===== src/rtl/alu_cmd_sequencer.sv =====
// alu_cmd_sequencer
//   Command front end for the unsigned 8-bit ALU. {A,B,OP} commands are queued
//   in a small FIFO and issued one at a time on the ALU pins. Each result is
//   captured on alu_done and returned on a valid/ready response port. Illegal
//   opcodes (110/111) and an ALU that never answers within TIMEOUT WAIT cycles
//   produce an error response with zero data.
//
// Ports
//   CLK, rst_n            clock (rising edge), synchronous active-low reset
//   cmd_valid/cmd_ready   command handshake; cmd_ready = FIFO not full
//   cmd_a, cmd_b, cmd_op  command operands and opcode
//   alu_en                one-cycle enable pulse per issued command
//   alu_a, alu_b, alu_op  operands presented to the ALU (held between issues)
//   alu_result, alu_done  ALU answer; done is only honoured while waiting
//   rsp_valid/rsp_ready   response handshake
//   rsp_data, rsp_err     16-bit result, or 0 with rsp_err=1 on error
//   fifo_level            current FIFO occupancy
module alu_cmd_sequencer #(
  parameter int DEPTH   = 4,
  parameter int TIMEOUT = 8
) (
  input  logic                   CLK,
  input  logic                   rst_n,
  input  logic                   cmd_valid,
  output logic                   cmd_ready,
  input  logic [7:0]             cmd_a,
  input  logic [7:0]             cmd_b,
  input  logic [2:0]             cmd_op,
  output logic                   alu_en,
  output logic [7:0]             alu_a,
  output logic [7:0]             alu_b,
  output logic [2:0]             alu_op,
  input  logic [15:0]            alu_result,
  input  logic                   alu_done,
  output logic                   rsp_valid,
  input  logic                   rsp_ready,
  output logic [15:0]            rsp_data,
  output logic                   rsp_err,
  output logic [$clog2(DEPTH):0] fifo_level
);
  localparam int PW = $clog2(DEPTH);
  localparam int LW = PW + 1;
  localparam int CW = $clog2(TIMEOUT);

  typedef enum logic [1:0] {S_IDLE, S_ISSUE, S_WAIT, S_RESP} state_t;

  // FIFO entry layout: {op, b, a}
  logic [18:0]    mem_q [DEPTH];
  logic [18:0]    mem_d [DEPTH];
  logic [PW-1:0]  wr_ptr_q, wr_ptr_d;
  logic [PW-1:0]  rd_ptr_q, rd_ptr_d;
  logic [LW-1:0]  level_q, level_d;
  state_t         state_q, state_d;
  logic           ill_q, ill_d;
  logic [CW-1:0]  tcnt_q, tcnt_d;
  logic [7:0]     alu_a_q, alu_a_d;
  logic [7:0]     alu_b_q, alu_b_d;
  logic [2:0]     alu_op_q, alu_op_d;
  logic [15:0]    rsp_data_q, rsp_data_d;
  logic           rsp_err_q, rsp_err_d;

  logic           push, pop;
  logic [18:0]    head;
  logic           head_legal;

  assign cmd_ready  = (level_q != LW'(DEPTH));
  assign fifo_level = level_q;
  assign head       = mem_q[rd_ptr_q];
  assign head_legal = (head[18:16] <= 3'd5);

  assign alu_a      = alu_a_q;
  assign alu_b      = alu_b_q;
  assign alu_op     = alu_op_q;
  // An illegal command still spends its ISSUE slot, but never enables the ALU.
  assign alu_en     = (state_q == S_ISSUE) && !ill_q;
  assign rsp_valid  = (state_q == S_RESP);
  assign rsp_data   = rsp_data_q;
  assign rsp_err    = rsp_err_q;

  // FIFO bookkeeping
  always_comb begin
    push     = cmd_valid && cmd_ready;
    pop      = (state_q == S_IDLE) && (level_q != '0);
    mem_d    = mem_q;
    wr_ptr_d = wr_ptr_q;
    rd_ptr_d = rd_ptr_q;
    level_d  = level_q;
    if (push) begin
      mem_d[wr_ptr_q] = {cmd_op, cmd_b, cmd_a};
      wr_ptr_d        = wr_ptr_q + PW'(1);
    end
    if (pop) begin
      rd_ptr_d = rd_ptr_q + PW'(1);
    end
    if (push && !pop) begin
      level_d = level_q + LW'(1);
    end else if (!push && pop) begin
      level_d = level_q - LW'(1);
    end
  end

  // Sequencer FSM: next state and registered datapath updates
  always_comb begin
    state_d    = state_q;
    ill_d      = ill_q;
    tcnt_d     = tcnt_q;
    alu_a_d    = alu_a_q;
    alu_b_d    = alu_b_q;
    alu_op_d   = alu_op_q;
    rsp_data_d = rsp_data_q;
    rsp_err_d  = rsp_err_q;
    unique case (state_q)
      S_IDLE: begin
        if (pop) begin
          state_d = S_ISSUE;
          ill_d   = !head_legal;
          // Only legal commands ever reach the ALU pins.
          if (head_legal) begin
            alu_a_d  = head[7:0];
            alu_b_d  = head[15:8];
            alu_op_d = head[18:16];
          end
        end
      end
      S_ISSUE: begin
        tcnt_d = '0;
        if (ill_q) begin
          rsp_data_d = '0;
          rsp_err_d  = 1'b1;
          state_d    = S_RESP;
        end else begin
          state_d = S_WAIT;
        end
      end
      S_WAIT: begin
        if (alu_done) begin
          rsp_data_d = alu_result;
          rsp_err_d  = 1'b0;
          state_d    = S_RESP;
        end else if (tcnt_q == CW'(TIMEOUT - 1)) begin
          rsp_data_d = '0;
          rsp_err_d  = 1'b1;
          state_d    = S_RESP;
        end else begin
          tcnt_d = tcnt_q + CW'(1);
        end
      end
      S_RESP: begin
        if (rsp_ready) begin
          state_d = S_IDLE;
        end
      end
      default: state_d = S_IDLE;
    endcase
  end

  always_ff @(posedge CLK) begin
    if (!rst_n) begin
      state_q    <= S_IDLE;
      wr_ptr_q   <= '0;
      rd_ptr_q   <= '0;
      level_q    <= '0;
      ill_q      <= 1'b0;
      tcnt_q     <= '0;
      alu_a_q    <= '0;
      alu_b_q    <= '0;
      alu_op_q   <= '0;
      rsp_data_q <= '0;
      rsp_err_q  <= 1'b0;
    end else begin
      state_q    <= state_d;
      wr_ptr_q   <= wr_ptr_d;
      rd_ptr_q   <= rd_ptr_d;
      level_q    <= level_d;
      ill_q      <= ill_d;
      tcnt_q     <= tcnt_d;
      alu_a_q    <= alu_a_d;
      alu_b_q    <= alu_b_d;
      alu_op_q   <= alu_op_d;
      rsp_data_q <= rsp_data_d;
      rsp_err_q  <= rsp_err_d;
    end
  end

  // FIFO storage carries no reset; emptiness is tracked by the pointers.
  always_ff @(posedge CLK) begin
    mem_q <= mem_d;
  end

endmodule


===== config.mk =====
export PLATFORM = sky130hd
export DESIGN_NAME = alu_cmd_sequencer
export DESIGN_NICKNAME = d
export VERILOG_FILES = /design/src/rtl/alu_cmd_sequencer.sv
export SDC_FILE = /design/constraint.sdc
export NUM_CORES = 1
export LEC_CHECK = 0
export CAP_MARGIN = 25
export CORE_ASPECT_RATIO = 1.75
export CORE_UTILIZATION = 53
export CTS_CLUSTER_DIAMETER = 200
export DETAILED_ROUTE_END_ITERATION = 10
export PLACE_DENSITY = 0.8
export RECOVER_POWER = 100
export SYNTH_ARGS = -nofsm -noshare
export SYNTH_HDL_FRONTEND = slang
export SYNTH_SLANG_ARGS = --single-unit

===== constraint.sdc =====
create_clock -name CLK -period 3 [get_ports CLK]
set_input_delay 0.9 -clock CLK [delete_from_list [all_inputs] [get_ports CLK]]
set_output_delay 0.9 -clock CLK [all_outputs]
set_load 0.005 [all_outputs]

==> impl_results.md, run 1 <==
* Die Span X at around 75 um
* Critical path depth at 5
* CP Launch Type: register
* Die area at between 9000 and 10000 um^2
* Post-synth cell types at 36
* PortBufs at roughly 80
* All-Layer GR Usage at roughly 22%
* Row Count at 46
* Clock latency at the later pin of the worst-skew pair at 0.40 ns
* Dpl ws at about 0.12 ns
* Final Max Slew Viols at 37
* First-pass GRT wire length at roughly 15000 um
* Max-cap viol count at 1
* CTS Buf Count at 17
* # IOs at between 80 and 90
* CTS Buffer Depth at 2
* Final design utilization at approximately 71%
* Vias in the first global route at between 3k and 4k
* Critical path capture point type: output pin
* Worst path most repeated cell: inv_1
* Seq cells post-synth at about 130
* Outcome: complete, but fails checks
* Power per cell area at 855 nW/um^2
* R2r worst-path depth at 7
* Final worst setup slack at about 0.23 ns
* Lkg Pwr at roughly 2.4 nW
* Setup crit end: alu_en
* Antenna violations before repair at 0
* Worst Tran Pin Value at 1.54 ns
* Warnings from Yosys at 0
* Slowest-stage cell, CP: dlygate4sd3_1
* Fmax at around 0.36 GHz
* Final period util at between 90 and 100%
* Largest net degree at the start of global routing at 37
* Delay-heaviest family, CP: buffers and inverters
* Overflow after GRT at 0
* R2R Path Start: fifo_level[0]$_SDFFE_PN0P_
* Overall power at around 5.5 mW
* ANT nets after route at 0
* Kind of critical path: reg2out
* Hold-fix buffers at CTS at 0
* Clk_skew at roughly 0.0063 ns
* Sink count of the clock tree at roughly 130
* Max_slew headroom at -2.69%
* Final HPWL DP at about 6600 um
* Crit path cell chain: inv_1 -> ha_1 -> nand2b_1 -> inv_1 -> dlygate4sd3_1
* CP Launch Point: state_q[1]$_SDFFE_PN0P_
* Post-CTS Resized at 0
* Endpoints failing setup at 0
* Root Buffer: clkbuf_16
* Met1 Track Usage GR at between 20% and 30%
* Initial Util at between 50% and 60%
* CP max FO at 4
* Fillers at between 600 and 700
* Syn nets at between 300 and 400
* DR vias at roughly 3.1k
* CP required at roughly 2.1 ns
* R2r endpoint: fifo_level[2]$_SDFFE_PN0P_
* H-tree depth at 4
* RSZ-0062 raised after global routing: no
* Core ar. at roughly 9000 um^2
* HP Class: reg2reg
* Setup_tns at 0 ns
* Met3 Track Usage GR at between 6 and 7%
* Met2 Use GR at around two fifths
* Drt total wl at just under 10000 um
* Hold Violations, Final at 0
* Reg-to-reg slack, setup at roughly 0.56 ns
* Vias per inst at roughly 5.5
* Gp weighted congestion at approximately 0.76
* Net count, final at roughly 500
* Sequential area share after synthesis at ~66%
* Setup Fix Bufs, Post-CTS at 0
* CTS tree: done
* Layout cells sized above 1 at 13.3%
* Ant diodes at 0
* Chip Height at 129 um
* Final min period at between 2 and 3 ns
* CP peak stage delay at approximately 0.57 ns
* Reg clk slew, reported paths at 0.05 ns
* P&R area growth vs syn at 30.2%
* Synth Instances at approximately 350
* Post-route DRC at 0
* Syn avg cell area at ~14 um^2
* Dpl cell area at slightly below 6000 um^2
* Mapped cell area at about 4900 um^2
* Layer carrying the most global-route usage: met2
* Maximum VDD drop at about 0.00056 V
* Pre-antenna DRT Iters at 4
* Design area at between 6000 and 7000 um^2
* Failing checks: max-capacitance violations, max-slew violations
* WL/cell at 17.4 um
* Worst Path Buf+Inv at 3
* WP data arrival at about 1.9 ns
* Drt first-iter violations at ~130
==> tightest hold or removal path: cells and delay by family, from the launching register on <==
family | cells | cell delay [ns]
flops | 1 | 0.30
simple gates | 1 | 0.05
mux | 1 | 0.06
==> state kept, by name, indices dropped and copies added, names as in the netlist, 3 cells and up <==
signal and count:
mem_q 76, rsp_data 16, alu_a 8, alu_b 8, alu_op 3, fifo_level 3, tcnt_q 3
==> logic make-up after synthesis <==
family / count (synthesis) / synth area share, %
AO/OA/AOI/OAI: 54 / 6.34
XOR/XNOR: 4 / 0.712
adder cells (fa/ha/maj): 12 / 3.21
buffers and inverters: 30 / 2.80
flip-flops: 125 / 66.4
multiplexers: 38 / 12.6
AND/OR/NAND/NOR: 84 / 8.02
==> per-stage QoR <==
step                      hold WS, ns  std cells
after floorplan                 0.452        347
after global placement          0.445        539
after detailed placement        0.458        539
after CTS                       0.466        571
after global routing            0.478        571
final                           0.459        571
==> power breakdown <==
group          switching (mW)  internal [mW]  total [mW]
combinational           0.636          0.700        1.34
sequential              0.163           2.09        2.26
clock                   0.655           1.23        1.88
total                    1.45           4.02        5.47
==> layout make-up <==
class	count	area (um^2)	area share, %
repair buffers	93	882	13.8
well taps	120	150	2.35
inverters	9	33.8	0.528
flip-flops and latches	125	3260	51.0
clock inverters	10	97.6	1.52
clock buffers	22	454	7.09
multi-input cells	192	1520	23.8
==> synth_stat cells (all sizes together) <==
cell	instances	share of area, %
a41o	1	0.20
or3	1	0.13
inv	9	0.69
nand3b	1	0.15
nor3b	2	0.31
or4b	1	0.20
nand4	1	0.13
mux2i	19	3.9
a31o	1	0.18
clkbuf	14	1.1
dfxtp	49	20
o2111ai	1	0.18
nand3	21	2.1
o21a	1	0.15
nor2b	1	0.13
and2	1	0.13
edfxtp	76	46
o31ai	1	0.25
mux4	19	8.7
o21ai	19	1.9
nand2b	4	0.51
a21o	1	0.15
o221a	2	0.46
or3b	1	0.18
nor2	8	0.61
a21oi	26	2.6
and3	4	0.51
buf	7	1.0
ha	11	2.8
o311ai	1	0.18
nand2	38	2.9
xor2	4	0.71
fa	1	0.41
==> per-layer routing <==
layer / part of all wire, % / vias to the layer above
li1: - / 1468
met1: 35 / 1557
met2: 57 / 108
met3: 4.6 / 16
met4: 2.6 / 0
met5: 0 / -
==> worst min-delay path by stage <==
stage	to	start	slack, ns	cells past startpoint
floorplan	tcnt_q[1]$_SDFFE_PN0P_	tcnt_q[1]$_SDFFE_PN0P_	0.45	2
global placement	alu_b[0]$_SDFFE_PN0P_	alu_b[0]$_SDFFE_PN0P_	0.45	2
detailed placement	alu_a[5]$_SDFFE_PN0P_	alu_a[5]$_SDFFE_PN0P_	0.46	2
CTS	alu_a[5]$_SDFFE_PN0P_	alu_a[5]$_SDFFE_PN0P_	0.47	2
global route	alu_a[3]$_SDFFE_PN0P_	alu_a[3]$_SDFFE_PN0P_	0.48	2
finish	alu_b[1]$_SDFFE_PN0P_	alu_b[1]$_SDFFE_PN0P_	0.46	2
==> layout by cell type (no fill, tap or decap), types with 8 or more instances in the layout <==
cell | Yosys | final
clkdlybuf4s50_1 | 0 | 18
dfxtp_1 | 49 | 49
nand2_1 | 38 | 38
a21oi_1 | 26 | 26
mux4_2 | 19 | 19
nand3_1 | 21 | 21
inv_1 | 9 | 9
mux2i_1 | 19 | 19
o21ai_0 | 19 | 19
clkbuf_16 | 0 | 17
nor2_1 | 8 | 8
ha_1 | 11 | 11
dlygate4sd3_1 | 0 | 63
edfxtp_1 | 76 | 76
No activity file was read; power rests on OpenSTA's default activity.
==> inputs of run 2 (changes only) <==
- SLEW_MARGIN: unset -> 25
==> results of run 2 <==
No change in the layout: final DEF, timing and power equal those of run 1.
==> inputs of run 3 (changes only) <==
--- a/config.mk
+++ b/config.mk
@@ -11,5 +11,5 @@
 export CTS_CLUSTER_DIAMETER = 200
 export DETAILED_ROUTE_END_ITERATION = 10
-export PLACE_DENSITY = 0.8
+export PLACE_DENSITY_LB_ADDON = 0.3
 export RECOVER_POWER = 100
 export SLEW_MARGIN = 25
==> constraint.sdc (replaced) <==
create_clock -name CLK -period 2.6 [get_ports CLK]
set_input_delay 0.78 -clock CLK [delete_from_list [all_inputs] [get_ports CLK]]
set_output_delay 0.78 -clock CLK [all_outputs]
set_load 0.01 [all_outputs]
==> impl_results.md, run 3 (synthesized netlist as in run 1, its figures left out) <==
* Fillers at 631 (-2.9%)
* Fmax at slightly below 0.4 GHz
* CP peak stage delay at 0.51 ns (-0.06 ns)
* Max-cap viol count at 0 (-1)
* P_int at 4.91 mW (+22%)
* Reg-to-reg slack, setup at 0.10 ns (-0.46 ns)
* Root Buffer: clkbuf_16
* ANT nets after route at 0 (unchanged)
* CTS tree: done
* Final design utilization at 72.1% (+1.3 points)
* Clock share of power at 35.6% (+1.2 points)
* Setup_tns at 0 ns (unchanged)
* Finished Layout Cells at 575 (+0.70%)
* Overall power at 6.71 mW (+23%)
* Hold-fix buffers at CTS at 0 (unchanged)
* Gate power share at 25.7% (+1.3 points)
* First-pass GRT wire length at 15400 um (+2.0%)
* Max_slew headroom at 41.0% (+44 points)
* Ant diodes at 0 (unchanged)
* Vias in the first global route at 3158 (+1.8%)
* Overflow after GRT at 0 (unchanged)
* Final HPWL DP at 6420 um (-2.1%)
* Worst Path Buf+Inv at 2 (-1)
* Post-route DRC at 0 (unchanged)
* Antenna violations before repair at 0 (unchanged)
* Commonest non-fill, non-tap cell in the layout: edfxtp_1
* Final min period at 2.57 ns
* Reg clk slew, reported paths at 0.05 ns (about the same)
* Clock latency at the later pin of the worst-skew pair at 0.40 ns (about the same)
* Die area at 9680 um^2 (unchanged)
* Drt total wl at 9780 um (-1.3%)
* Maximum VDD drop at 0.000806 V (+45%)
* Sink count of the clock tree at 125 (unchanged)
* Chip Height at 129 um (unchanged)
* Final worst setup slack at 0.0269 ns (-0.206 ns)
* Met2 Use GR at 40.7% (+0.53 points)
* Die Span X at 74.8 um (unchanged)
* Final period util at around 99%
* Crit path cell chain: nor3b_4 -> inv_1 -> clkdlybuf4s50_1
* Psw at 1.81 mW (+24%)
* Met1 Track Usage GR at 22.8% (+0.47 points)
* Switching portion of total power at 26.9% (+0.36 points)
* P&R area growth vs syn at 32.5%
* Layout cells sized above 1 at 15.4% (+2.1 points)
* Gp weighted congestion at 0.733 (-4.2%)
* Clk_skew at 0.00459 ns (-0.00169 ns)
* Critical path capture point type: output pin
* Pre-antenna DRT Iters at 5 (+1)
* Initial Util at 54.4% (unchanged)
* Largest net degree at the start of global routing at 37 (unchanged)
* Layer carrying the most global-route usage: met2
* Slowest-stage cell, CP: clkdlybuf4s50_1
* H-tree depth at 4 (unchanged)
* Hold Violations, Final at 0 (unchanged)
* All-Layer GR Usage at 22.7% (+0.52 points)
* Vias per inst at 5.42 (-1.7%)
* Lkg Pwr at 2.38 nW (-3.0%)
* HP Class: reg2reg
* CTS Buf Count at 17 (unchanged)
* DR vias at 3117 (-1.0%)
* Flop pwr share at 38.7% (-2.5 points)
* Power per cell area at 1030 nW/um^2 (+21%)
* CP max FO at 7 (+3)
* CP required at 1.82 ns (-0.28 ns)
* RSZ-0062 raised after global routing: yes
* CTS Buffer Depth at 2 (unchanged)
* Max FFs per register at 76 (unchanged)
* WL/cell at 17.0 um (-2.0%)
* Met3 Track Usage GR at 6.84% (unchanged)
* Row Count at 46 (unchanged)
* Worst Tran Pin Value at 0.884 ns (-0.657 ns)
* Drt first-iter violations at 140 (+6.1%)
* # IOs at 82 (unchanged)
* Delay-heaviest family, CP: buffers and inverters
* CP Launch Type: register
* Final Max Slew Viols at 0 (-100%)
* PortBufs at 81 (unchanged)
* Net count, final at 494 (+0.82%)
* Dpl ws at -0.147 ns (-0.265 ns)
* Register with the most flip-flops: mem_q
* Core ar. at 9040 um^2 (unchanged)
* Kind of critical path: reg2out
* Endpoints failing setup at 0 (unchanged)
* Outcome: complete, no violations
* Most frequent cells in the layout: edfxtp_1, clkdlybuf4s50_1, dfxtp_1
* Cells after DPL at 543 (+0.74%)
* WP data arrival at 1.79 ns (-0.08 ns)
-- run 3: cell types whose count changed in the layout (fill, tap and decap cells not counted), moves of 2 or more --
cell             delta
clkinv_2            -2
bufinv_16           +2
clkdlybuf4s50_1    +42
clkbuf_1            -5
clkinvlp_4          +2
dlygate4sd3_1      -43
buf_4               +5
-- run 3: power by group through the flow --
stage	registers (mW)	logic, mW	clock network, mW
global placement	2.61	1.71	0
CTS	2.60	1.77	2.43
finish	2.60	1.73	2.39
global route	2.64	1.88	2.50
detailed placement	2.63	1.76	0
floorplan	2.66	1.01	0
-- run 3: layer usage --
metal / vias to the layer above / wire, um / share of wire [%]
met3: 19 / 429 / 4.4
met4: 0 / 242 / 2.5
met2: 98 / 5580 / 57
met1: 1521 / 3530 / 36
met5: - / 0 / 0
li1: 1479 / - / -
-- run 3: worst reg2reg max path, cell delays in order, from the launching register on --
cell     delay (ns)
dfxtp_1        0.40
o31ai_2        0.66
ha_1           0.30
inv_1          0.06
fa_1           0.38
xor2_1         0.18
or3_1          0.30
a21oi_1        0.14
-- run 3: layout make-up --
type / count / area, um^2 / share of cell area (%)
clock inverters: 14 / 175 / 2.69
inverters: 9 / 33.8 / 0.518
clock buffers: 18 / 429 / 6.59
well taps: 120 / 150 / 2.30
flip-flops and latches: 125 / 3260 / 50.1
repair buffers: 97 / 931 / 14.3
multi-input cells: 192 / 1530 / 23.5
-- run 3: through the flow --
step	cell area, um^2	hold WS [ns]
after floorplan	4920	0.452
after global placement	5950	0.445
after detailed placement	5950	0.455
after CTS	6560	0.463
after global routing	6520	0.487
final	6520	0.460
-- run 3: path summary, 6_finish.rpt --
| kind | start | endpoint | cells after the start |
|---|---|---|---|
| worst max-delay path | fifo_level[2]$_SDFFE_PN0P_ | cmd_ready | 3 |
| worst min-delay path | alu_b[7]$_SDFFE_PN0P_ | alu_b[7]$_SDFFE_PN0P_ | 2 |
| worst max register to register | fifo_level[0]$_SDFFE_PN0P_ | fifo_level[2]$_SDFFE_PN0P_ | 7 |
| worst min register to register | alu_b[7]$_SDFFE_PN0P_ | alu_b[7]$_SDFFE_PN0P_ | 2 |
-- run 3: timing repair --
| item | in CTS | in global routing |
|---|---|---|
| gates resized for setup | 2 | 1 |
| buffers inserted | 0 | 0 |
| setup endpoints to repair | 2 | 2 |
| hold endpoints to repair | 0 | 0 |
| gates cloned | 0 | 0 |
